## src/rtl/det_pkg.sv

```systemverilog
// Shared types and defaults for the serial pattern-detector datapath.
package det_pkg;

  localparam int DET_DATA_W_DEFAULT = 8;

  typedef enum logic [1:0] {
    SER_IDLE   = 2'd0,
    SER_SHIFT  = 2'd1,
    SER_PARITY = 2'd2
  } ser_state_t;

endpackage

```

## src/rtl/byte_serializer.sv

```systemverilog
// Word-to-bit serializer, MSB first, gapless across back-to-back words.
// Optional trailing even-parity bit per word with BYTE_SERIALIZER_PARITY_EN.
module byte_serializer
  import det_pkg::*;
#(
  parameter int   DATA_W   = DET_DATA_W_DEFAULT,
  parameter logic IDLE_BIT = 1'b0
) (
  input  logic              clk,
  input  logic              rstn,
  input  logic [DATA_W-1:0] s_data,
  input  logic              s_valid,
  output logic              s_ready,
  output logic              ser_out,
  output logic              ser_valid,
  output logic              busy
);

  localparam int            CW       = $clog2(DATA_W);
  localparam logic [CW-1:0] LAST_CNT = CW'(DATA_W - 1);

  ser_state_t        state, state_nxt;
  logic [DATA_W-1:0] shreg, shreg_nxt;
  logic [CW-1:0]     bit_cnt, bit_cnt_nxt;
  logic              ser_out_nxt, ser_valid_nxt;
  logic              last_bit, ready_raw, accept;
`ifdef BYTE_SERIALIZER_PARITY_EN
  logic              par_q;
`endif

  assign last_bit = (bit_cnt == LAST_CNT);
  assign s_ready  = rstn & ready_raw;
  assign accept   = s_valid & s_ready;
  assign busy     = (state != SER_IDLE);

  // Ready opens on the slot whose edge frees the shifter, so a reload lands gaplessly.
  always_comb begin
    ready_raw = 1'b0;
    case (state)
      SER_IDLE:   ready_raw = 1'b1;
`ifdef BYTE_SERIALIZER_PARITY_EN
      SER_PARITY: ready_raw = 1'b1;
`else
      SER_SHIFT:  ready_raw = last_bit;
`endif
      default:    ready_raw = 1'b0;
    endcase
  end

  always_comb begin
    state_nxt     = state;
    shreg_nxt     = shreg;
    bit_cnt_nxt   = bit_cnt;
    ser_out_nxt   = IDLE_BIT;
    ser_valid_nxt = 1'b0;
    case (state)
      SER_IDLE: state_nxt = SER_IDLE;
      SER_SHIFT: begin
        ser_out_nxt   = shreg[DATA_W-1];
        ser_valid_nxt = 1'b1;
        shreg_nxt     = {shreg[DATA_W-2:0], 1'b0};
        if (!last_bit) begin
          bit_cnt_nxt = bit_cnt + 1'b1;
        end else begin
`ifdef BYTE_SERIALIZER_PARITY_EN
          state_nxt = SER_PARITY;
`else
          state_nxt = SER_IDLE;
`endif
        end
      end
`ifdef BYTE_SERIALIZER_PARITY_EN
      SER_PARITY: begin
        ser_out_nxt   = par_q;
        ser_valid_nxt = 1'b1;
        state_nxt     = SER_IDLE;
      end
`endif
      default: state_nxt = SER_IDLE;
    endcase
    // Acceptance is only possible in states that are ending a word, so it overrides.
    if (accept) begin
      state_nxt   = SER_SHIFT;
      shreg_nxt   = s_data;
      bit_cnt_nxt = '0;
    end
  end

  always_ff @(posedge clk) begin
    if (!rstn) begin
      state     <= SER_IDLE;
      shreg     <= '0;
      bit_cnt   <= '0;
      ser_out   <= IDLE_BIT;
      ser_valid <= 1'b0;
    end else begin
      state     <= state_nxt;
      shreg     <= shreg_nxt;
      bit_cnt   <= bit_cnt_nxt;
      ser_out   <= ser_out_nxt;
      ser_valid <= ser_valid_nxt;
    end
  end

`ifdef BYTE_SERIALIZER_PARITY_EN
  always_ff @(posedge clk) begin
    if (!rstn) begin
      par_q <= 1'b0;
    end else if (accept) begin
      par_q <= ^s_data;
    end
  end
`endif

endmodule

```

## config.mk

```make
export PLATFORM = sky130hd
export DESIGN_NAME = byte_serializer
export DESIGN_NICKNAME = d
export VERILOG_FILES = /design/src/rtl/det_pkg.sv /design/src/rtl/byte_serializer.sv
export SDC_FILE = /design/constraint.sdc
export NUM_CORES = 1
export LEC_CHECK = 0
export ABC_CLOCK_PERIOD_IN_PS = 1900
export CORE_MARGIN = 2
export CORE_UTILIZATION = 37
export CTS_CLUSTER_DIAMETER = 100
export DETAILED_ROUTE_END_ITERATION = 6
export PLACE_DENSITY = 0.65
export RECOVER_POWER = 25
export REMOVE_ABC_BUFFERS = 1
export SETUP_SLACK_MARGIN = 0.15
export SLEW_MARGIN = 20
export SYNTH_ARGS = -nofsm -noshare
export SYNTH_HDL_FRONTEND = slang
export SYNTH_SLANG_ARGS = --single-unit
```

## constraint.sdc

```tcl
create_clock -name clk -period 1.9 [get_ports clk]
set_input_delay 0.475 -clock clk [delete_from_list [all_inputs] [get_ports clk]]
set_output_delay 0.475 -clock clk [all_outputs]
set_load 0.01 [all_outputs]
```

==> flow_summary_export.csv, run 1 <==
group,metric,value,unit
clocking,clk_pin_slew,0.09,ns
drt,drc_errors,0,
drt,dr.pass1.iters,4,
global_route,antenna_found_initial,0,
setup_path,cp_common_cell,"ha_4",
global_route,grt_usage,15.4,%
timing,holdWs,0.480,ns
synthesis,synth-compound-area-share,16.0,%
final_layout,num_antenna_cells,0,
placement,gp_congestion,0.713,
power,p_switching,0.161,mW
timing,layout_min_cycle_time,1.80,ns
drt,routed_wirelength,1.34,mm
die,coreArea,1690,um2
synthesis,synth_fa_ha_area_share,3.82,%
setup_path,cp-startpoint,"bit_cnt[0]",
setup_path,cp-end-kind,"output pin",
synthesis,avgSynthCellArea,9.64,um2
timing,fin_setup_tns,0,ns
timing,finalCritPeriodShare,94.6,%
placement,portBuffers,14,
final_layout,nFillCells,163,
die,die_height,46.1,um
die,ios,15,
synthesis,synth_xor_area_share,0,%
power,pwr-share-seq,49.6,%
power,intPower,0.494,mW
final_layout,area_growth_syn_to_layout,38.4,%
global_route,grt_max_degree,15,
placement,place_area,835,um2
synthesis,synth_warnings,0,
global_route,grt_pass1_wl,2.19,mm
clocking,ctsHoldBuffers,0,
synthesis,synth_area,656,um2
final_layout,post-route-util,53.7,%
drt,dr_total_vias,531,
synthesis,yosysUniqueCellTypes,21,
setup_path,critPathKind,"flop to output pin",
synthesis,ys_ff_latch,14,
synthesis,muxShareOfSynthArea,12.2,%
die,die_w,46.1,um
power,vdd_drop_max,0.490,mV
clocking,cts_buffers,3,
setup_path,cp_max_fo,2,
setup_path,r2r_start,"bit_cnt[0]",
setup_path,r2r_setup_slack,0.35,ns
setup_path,r2r_cells,6,
drt,routed_via_density,5.01,
synthesis,synth_top_family_by_area,"simple AND/OR/NAND/NOR gates",
worst_hold_path,hp-class,"flop to flop",
timing,max_freq,556,MHz
timing,setup_viol,0,
power,pwr-share-clk,33.7,%
run_status,outcome,"completed",
die,row_count,15,
global_route,grt_overflow_total,0,
clocking,clock-root-buffer,"clkbuf_4",
setup_path,cp_slowest_stage_delay,0.34,ns
power,p_leak,0.360,nW
timing,maxSlewHeadroom,67.1,%
final_layout,drive_gt1_share,20.2,%
clocking,cts_max_level,1,
synthesis,netlist_instances,68,
final_layout,layout.nets,103,
clocking,post_cts_buffers,0,
setup_path,cp_slowest_cell,"dfxtp_2",
power,swShare,24.6,%
timing,hold_violations,0,
clocking,cts_sinks,14,
drt,ant_nets,0,
timing,finalMaxSlewViolations,0,
synthesis,synthSimpleGateAreaFrac,19.8,%
setup_path,cp.arrival,1.32,ns
drt,routedWlPerCell,12.7,um
die,die_area,2120,um2
placement,hpwlAfterDp,891,um
clocking,cts_max_path_buffers,2,
clocking,clk-insertion-delay-late,0.29,ns
setup_path,critPathLaunchType,"flop",
timing,rsz0062_at_grt,"true",
flow_run,cap_viol_max_count,0,
timing,worst_pin_slew,0.494,ns
final_layout,stdcell_area,907,um2
final_layout,final_cell_mix,"11 x dfxtp_1, 11 x clkdlybuf4s50_1, 8 x mux2i_1",
power,pwr-share-comb,16.7,%
power,p_per_area,722,nW/um2
clocking,cts_tree,"yes",
setup_path,required,1.42,ns
synthesis,synth_seq_area_share,42.7,%
setup_path,r2r-end,"bit_cnt[0]",
setup_path,path_cells,"ha_4 -> ha_4 -> nand2b_4 -> and2_4 -> buf_6",
die,start_util,38.8,%
global_route,first_global_vias,500,
drt,drt-initial-drc-count,5,
setup_path,worstSetupEndpoint,"s_ready",
timing,skew,0.00238,ns
final cells by class:
class	count	area [um2]	share of cell area (%)
Clock buffer	4	36.3	4.00
Sequential cell	14	284	31.3
Tap cell	17	21.3	2.34
Timing Repair Buffer	21	190	21.0
Multi-Input combinational cell	50	375	41.4
flip-flops by register name, indices dropped and copies added, names as in the netlist:
name and count:
bit_cnt 3, ser_out 1, ser_valid 1, state 1, shreg 8
cells in the mapped netlist (all sizes together):
master	n	share of area, %
dfxtp	14	43
mux2i	8	12
nor2	1	0.57
buf	3	4.6
and2b	1	1.1
clkbuf	1	0.76
nor3b	1	1.1
o21a	2	2.3
and3	1	0.95
nand2	3	1.7
ha	2	3.8
nand2b	4	3.8
nand3b	2	2.3
nand3	1	0.76
a21oi	7	5.3
a21boi	2	2.3
or2b	4	4.6
o21ai	8	6.1
and2	3	2.9
power by group through the flow:
stage	Sequential, mW	Clock [mW]	Combinational (mW)
after floorplan	0.333	0	0.0459
after global placement	0.329	0	0.106
after detailed placement	0.329	0	0.108
after CTS	0.325	0.231	0.112
after global routing	0.327	0.240	0.122
final	0.325	0.221	0.109
through the flow:
stage                     std cells  setup slack (ns)  total power [mW]
final                           106             0.103             0.655
after CTS                       106             0.100             0.667
after global placement          102            -0.200             0.435
after global routing            106            0.0692             0.688
after detailed placement        102            -0.196             0.437
after floorplan                  64             0.350             0.378
cell families (layout without fill, tap and decap cells):
logic type | count (synthesis) | after routing
compound gates | 19 | 19
fa+ha+maj | 2 | 2
buf+inv | 4 | 25
flops | 14 | 14
mux | 8 | 8
simple gates | 21 | 21
layer usage:
metal / vias up / global-route usage [%] / wire length [um]
met5: - / 0 / 0
met4: 0 / 8.57 / 35
met3: 5 / 5.88 / 57
met2: 12 / 24.2 / 627
met1: 235 / 17.7 / 623
li1: 279 / - / -
how the worst min path moves through the flow:
stage	start	endpoint	slack (ns)	depth (start not counted)
final	shreg[7]	ser_out	0.48	1
after detailed placement	shreg[7]	ser_out	0.46	1
after CTS	shreg[7]	ser_out	0.48	1
after floorplan	shreg[7]	ser_out	0.45	1
after global placement	shreg[7]	ser_out	0.46	1
after global routing	shreg[7]	ser_out	0.50	1
critical path, delay by kind of cell (launching register included):
kind,cells,cell delay [ns]
flip-flops,1,0.34
adder cells (fa/ha/maj),2,0.31
buffers and inverters,1,0.11
AND/OR/NAND/NOR,2,0.28
timing repair:
item | in CTS | in global routing
gates resized for setup | 13 | 1
setup endpoints to repair | 1 | 2
pin swaps | 2 | 1
No activity file was read; power rests on OpenSTA's default activity.
==> run 2, diff against run 1 <==
--- a/config.mk
+++ b/config.mk
@@ -9,6 +9,7 @@
 export CORE_MARGIN = 2
 export CORE_UTILIZATION = 37
 export CTS_CLUSTER_DIAMETER = 100
+export CTS_CLUSTER_SIZE = 16
 export DETAILED_ROUTE_END_ITERATION = 6
 export PLACE_DENSITY = 0.65
 export RECOVER_POWER = 25
==> results of run 2 <==
The final DEF is identical to that of run 1; final timing and power are the same.
